==> src/rtl/signed_muldiv_sequencer_pkg.sv <==
// signed_muldiv_sequencer_pkg: shared FSM states, op encoding and default operand width
package signed_muldiv_sequencer_pkg;
  localparam int ITER_COUNT_DEF = 8;
  localparam logic OP_MUL = 1'b0;
  localparam logic OP_DIV = 1'b1;
  typedef enum logic [1:0] {IDLE, ITER, FIX, DONE} state_t;
endpackage

==> src/rtl/muldiv_step.sv <==
// muldiv_step: one unsigned shift-add (multiply) or restoring shift-subtract (divide) iteration
module muldiv_step
  import signed_muldiv_sequencer_pkg::*;
#(
  parameter int W = ITER_COUNT_DEF
) (
  input  logic         op,
  input  logic [W-1:0] hi,
  input  logic [W-1:0] lo,
  input  logic [W-1:0] m,
  output logic [W-1:0] hi_n,
  output logic [W-1:0] lo_n
);
  logic [W:0]   sum;
  logic [W:0]   sh;
  logic [W-1:0] diff;
  logic         ge;
  always_comb begin
    sum  = {1'b0, hi} + (lo[0] ? {1'b0, m} : '0);
    sh   = {hi, lo[W-1]};
    ge   = sh >= {1'b0, m};
    diff = sh[W-1:0] - m;
    hi_n = (op == OP_MUL) ? sum[W:1] : (ge ? diff : sh[W-1:0]);
    lo_n = (op == OP_MUL) ? {sum[0], lo[W-1:1]} : {lo[W-2:0], ge};
  end
endmodule

==> src/rtl/signed_muldiv_sequencer.sv <==
// signed_muldiv_sequencer: iterative signed 8x8 multiply / 8/8 divide with valid-ready handshakes
module signed_muldiv_sequencer
  import signed_muldiv_sequencer_pkg::*;
#(
  parameter int ITER_COUNT = ITER_COUNT_DEF
) (
  input  logic                    clk,
  input  logic                    rst_n,
  input  logic                    in_valid,
  output logic                    in_ready,
  input  logic                    op,
  input  logic [ITER_COUNT-1:0]   a,
  input  logic [ITER_COUNT-1:0]   b,
  output logic                    out_valid,
  input  logic                    out_ready,
  output logic [2*ITER_COUNT-1:0] result,
  output logic                    div_by_zero,
  output logic                    ovf
);
  localparam int W  = ITER_COUNT;
  localparam int CW = $clog2(W + 1);
  state_t         state, state_n;
  logic [CW-1:0]  cnt;
  logic           op_r, res_neg, rem_neg;
  logic [W-1:0]   hi, lo, m, hi_n, lo_n, a_mag, b_mag, q_fix, r_fix;
  logic [2*W-1:0] p_fix;
  logic           accept, last, dbz_in;

  assign a_mag  = a[W-1] ? -a : a;
  assign b_mag  = b[W-1] ? -b : b;
  assign accept = in_valid && in_ready;
  assign last   = cnt == CW'(W - 1);
  assign dbz_in = (op == OP_DIV) && (b == '0);
  assign p_fix  = res_neg ? -{hi, lo} : {hi, lo};
  assign q_fix  = res_neg ? -lo : lo;
  assign r_fix  = rem_neg ? -hi : hi;

  muldiv_step #(.W(W)) u_step (
    .op   (op_r),
    .hi   (hi),
    .lo   (lo),
    .m    (m),
    .hi_n (hi_n),
    .lo_n (lo_n)
  );

  always_ff @(posedge clk or negedge rst_n)
    if (!rst_n) state <= IDLE;
    else        state <= state_n;

  always_comb begin
    state_n = state == IDLE ? (accept ? (dbz_in ? DONE : ITER) : IDLE) :
              state == ITER ? (last ? FIX : ITER) :
              state == FIX  ? DONE :
                              (out_ready ? IDLE : DONE);
  end

  always_comb begin
    in_ready  = state == IDLE;
    out_valid = state == DONE;
  end

  // Only a divide whose quotient magnitude is 2^(W-1) with a positive sign is -128 / -1
  always_ff @(posedge clk or negedge rst_n)
    if (!rst_n) begin
      op_r        <= 1'b0;
      res_neg     <= 1'b0;
      rem_neg     <= 1'b0;
      hi          <= '0;
      lo          <= '0;
      m           <= '0;
      cnt         <= '0;
      result      <= '0;
      div_by_zero <= 1'b0;
      ovf         <= 1'b0;
    end else if (accept) begin
      op_r        <= op;
      res_neg     <= a[W-1] ^ b[W-1];
      rem_neg     <= (op == OP_DIV) && a[W-1];
      hi          <= '0;
      lo          <= a_mag;
      m           <= b_mag;
      cnt         <= '0;
      result      <= '0;
      div_by_zero <= dbz_in;
      ovf         <= 1'b0;
    end else if (state == ITER) begin
      hi  <= hi_n;
      lo  <= lo_n;
      cnt <= cnt + CW'(1);
    end else if (state == FIX) begin
      result <= (op_r == OP_DIV) ? {r_fix, q_fix} : p_fix;
      ovf    <= (op_r == OP_DIV) && !res_neg && (lo == {1'b1, {(W-1){1'b0}}});
    end
endmodule

==> config.mk <==
export PLATFORM = sky130hd
export DESIGN_NAME = signed_muldiv_sequencer
export DESIGN_NICKNAME = d
export VERILOG_FILES = /design/src/rtl/signed_muldiv_sequencer_pkg.sv /design/src/rtl/muldiv_step.sv /design/src/rtl/signed_muldiv_sequencer.sv
export SDC_FILE = /design/constraint.sdc
export NUM_CORES = 1
export LEC_CHECK = 0
export CORE_MARGIN = 4
export CORE_UTILIZATION = 30
export DETAILED_ROUTE_END_ITERATION = 7
export GPL_TIMING_DRIVEN = 0
export PLACE_DENSITY_LB_ADDON = 0.1
export SETUP_SLACK_MARGIN = 0.02
export SYNTH_ARGS = -nofsm -noshare
export SYNTH_HDL_FRONTEND = slang
export SYNTH_HIERARCHICAL = 1
export SYNTH_SLANG_ARGS = --single-unit
==> constraint.sdc <==
create_clock -name clk -period 6.5 [get_ports clk]
set_input_delay 1.3 -clock clk [delete_from_list [all_inputs] [get_ports clk]]
set_output_delay 1.3 -clock clk [all_outputs]
set_load 0.05 [all_outputs]
==> metrics <==
met3 Usage GRT=2.55%; drt pass-1 iters=6; Area contributors post-synth=dfrtp_1 (35%), nand2_1 (7.9%), ha_1 (7.2%); complex-gate fraction of the synthesized area=19.4%; Initial Utilization=31.2%; Async SR Flop Fraction=100%; grt total ovfl=0; Nets=525; ys flop type=dfrtp_1; Peak Freq=0.310 GHz; sequential power share=26.4%; core area=11700 sq um; Least-Margin Pin Slew=809 ps; share of cells above drive strength 1=5.60%; clk sinks=51; Final Setup Violations=0; GRT Util Overall=13.9%; Design Area, Final=4380 sq um; maximum vdd drop=0.000199 V; worst skew pair latency=300 ps; Slowest Stage Delay on Critical Path=800 ps; cts hold-fix bufs=0; I/O pin count=41; Die ar.=14000 sq um; largest family of logic cells by synthesized area=simple AND/OR/NAND/NOR gates; final WL=9520 um; Final Hold Fails=0; Syn Nets=479; fin crit share=49.6%; Vias/cell=5.08; clk slew on worst S/H paths=80 ps; PD cells=545 nW/um^2; area post-placement=4210 sq um; H-tree depth=2; vias in the first global route=3158; Hold Path Cell Cnt=2; Yosys reg bits=51; status=complete, no violations; first-pass GRT wire length=16200 um; num rows=39; ant diodes=0; drt first-iter violations=132; crit path max fanout=10; Max Cap Violations=0; post-cts sizing count=0; sequential share of the synthesized area=35.1%; post-detail-place hpwl=7370 um; die width=118 um; detailed-route wire length per cell=15.2 um; top-count cell post-synth=nand2_1; critical path's slowest cell=clkdlybuf4s50_1; final setup TNS=0 ps; Port Buf Inserts=38; Max Root-Sink Buffers=2; clk_skew=16.4 ps; worst-case hold slack=481 ps; Worst EP arrival=1920 ps; CTS tree=done; leakage dissipation=1.88 nW; crit path capture type=output pin; crit path launch type=register; Cells after Synth=435; Synth warnings=6; initial antenna violation count=0; Core Util, Final=37.6%; postcts setup bufs=0; worst reg2reg path startpoint=hi[2]$_DFFE_PN0P_; number of synthesized flops with an enable pin=0; multiplexer area fraction after synthesis=4.61%; fillers=1196; WS Path Type=reg2out; P_sw=0.00114 W; Relative slew margins=45.9%; met2 GRT Util=21.3%; crit path cell chain=clkbuf_1 > and2_1 > clkdlybuf4s50_1; CTS root buf=clkbuf_16; pin count of the biggest net entering global routing=35; HP Class=reg2reg; clock share of power=12.6%; RSZ-0062 raised after global routing=false; Post-Layout Cell Count=625; placed cells=617; final slew viol count=0; post-synth top area cell=dfrtp_1; Mapped Avg Cell Area=8.36 sq um; via count=3175; Post-Synth Adder-Cell Area=8.32%; # DRC=0; Layout area overhead=20.4%; combinational share of power=61.0%; Die Ht=118 um; Sw Ratio=47.8%; Num CTS Buffers=5; min cycle time layout=3220 ps; Worst R2R End=hi[4]$_DFFE_PN0P_; grt peak-use layer=met2; gpl congestion=0.796; grt met1 use=20.1%; internal power=0.00125 W; Yosys top cell area share=35.1%; Post-synth top cells=nand2_1 (77), dfrtp_1 (51), o21ai_0 (44); Post-Synth XOR/XNOR Area=7.71%; synthesized area=3640 sq um; r2r worst-path depth=9; reg2reg setup slack=3820 ps; post-synthesis simple-gate area fraction=20.3%; Antenna Violating Nets Remaining=0; Hold Path Sink=result[0]$_DFFE_PN0P_; Crit path required time=5200 ps; hold path start=result[0]$_DFFE_PN0P_; Yosys cell types=51
[metal layers]
metal	share of wire, %	wire length [um]
met5	0	0
met4	1.6	153
met3	3.5	337
met2	44	4180
met1	51	4850
[cells in the final DEF (no fill, tap or decap), types with 3 or more instances in the layout]
cell	count
o21a_1	5
dfrtp_1	51
a21oi_1	18
nor3_1	5
xnor2_1	12
mux2i_1	10
nand4_1	3
clkbuf_16	5
a31oi_1	12
nor2b_1	6
nand2_1	77
clkbuf_1	17
xor2_1	20
nor2_1	25
clkdlybuf4s50_1	37
inv_1	24
o41ai_1	3
a21boi_0	3
and2_1	10
o31ai_1	10
ha_1	21
mux2_2	6
nand3_1	10
or3_1	3
nand2b_1	6
o21ai_0	44
[metrics by stage]
stage / setup WS [ps] / total power [W]
floorplan: 3970 / 0.00169
global placement: 2440 / 0.00207
detailed placement: 3220 / 0.00209
CTS: 3250 / 0.00240
global route: 3170 / 0.00262
finish: 3280 / 0.00239
[power by group through the flow]
stage / Sequential [W] / Combinational, W / Clock (W)
floorplan: 0.000692 / 0.000999 / 0
global placement: 0.000636 / 0.00144 / 0
detailed placement: 0.000636 / 0.00145 / 0
CTS: 0.000630 / 0.00146 / 0.000313
global route: 0.000660 / 0.00164 / 0.000322
finish: 0.000630 / 0.00146 / 0.000301
[state kept, by name (all words and copies together), names as in the netlist, 2 cells and up]
name / count
cnt: 4
hi: 8
lo: 8
m: 8
result: 16
state: 2
[cell families (layout without fill, tap and decap cells)]
family	after synthesis	count (layout)
xor gates and xnor gates	32	32
and+or+nand+nor	159	159
muxes	16	16
DFF	51	51
AOI/OAI and AO/OA	112	112
buffers and inverters	42	89
adders and majority gates	23	23
[final cells by class]
| cell class | count | area (sq um) | share of cell area [%] |
|---|---|---|---|
| multi-input combinational | 342 | 2200 | 50.1 |
| sequential | 51 | 1280 | 29.1 |
| timing repair buffer | 39 | 395 | 9.03 |
| tap | 143 | 179 | 4.08 |
| clock buffer | 5 | 125 | 2.86 |
| inverter | 24 | 90.1 | 2.06 |
| buffer | 18 | 75.1 | 1.71 |
| clock inverter | 3 | 43.8 | 1.00 |
[worst max-delay path by stage]
stage / startpoint / slack (ps) / endpoint / depth (start not counted)
after global placement: rst_n / 2440 / m[6]$_DFFE_PN0P_ / 1
after CTS: state[1]$_DFF_PN0_ / 3250 / out_valid / 3
after global routing: state[1]$_DFF_PN0_ / 3170 / out_valid / 3
after detailed placement: in_valid / 3220 / res_neg$_DFFE_PN0P_ / 6
after floorplan: state[0]$_DFF_PN0_ / 3970 / in_ready / 2
final: state[1]$_DFF_PN0_ / 3280 / out_valid / 3
[critical path, delay by kind of cell, from the launching register on]
kind          cells  cell delay (ps)
simple gates      1              180
flops             1              340
buf+inv           2             1110
Power figures use the tool's default switching activity.
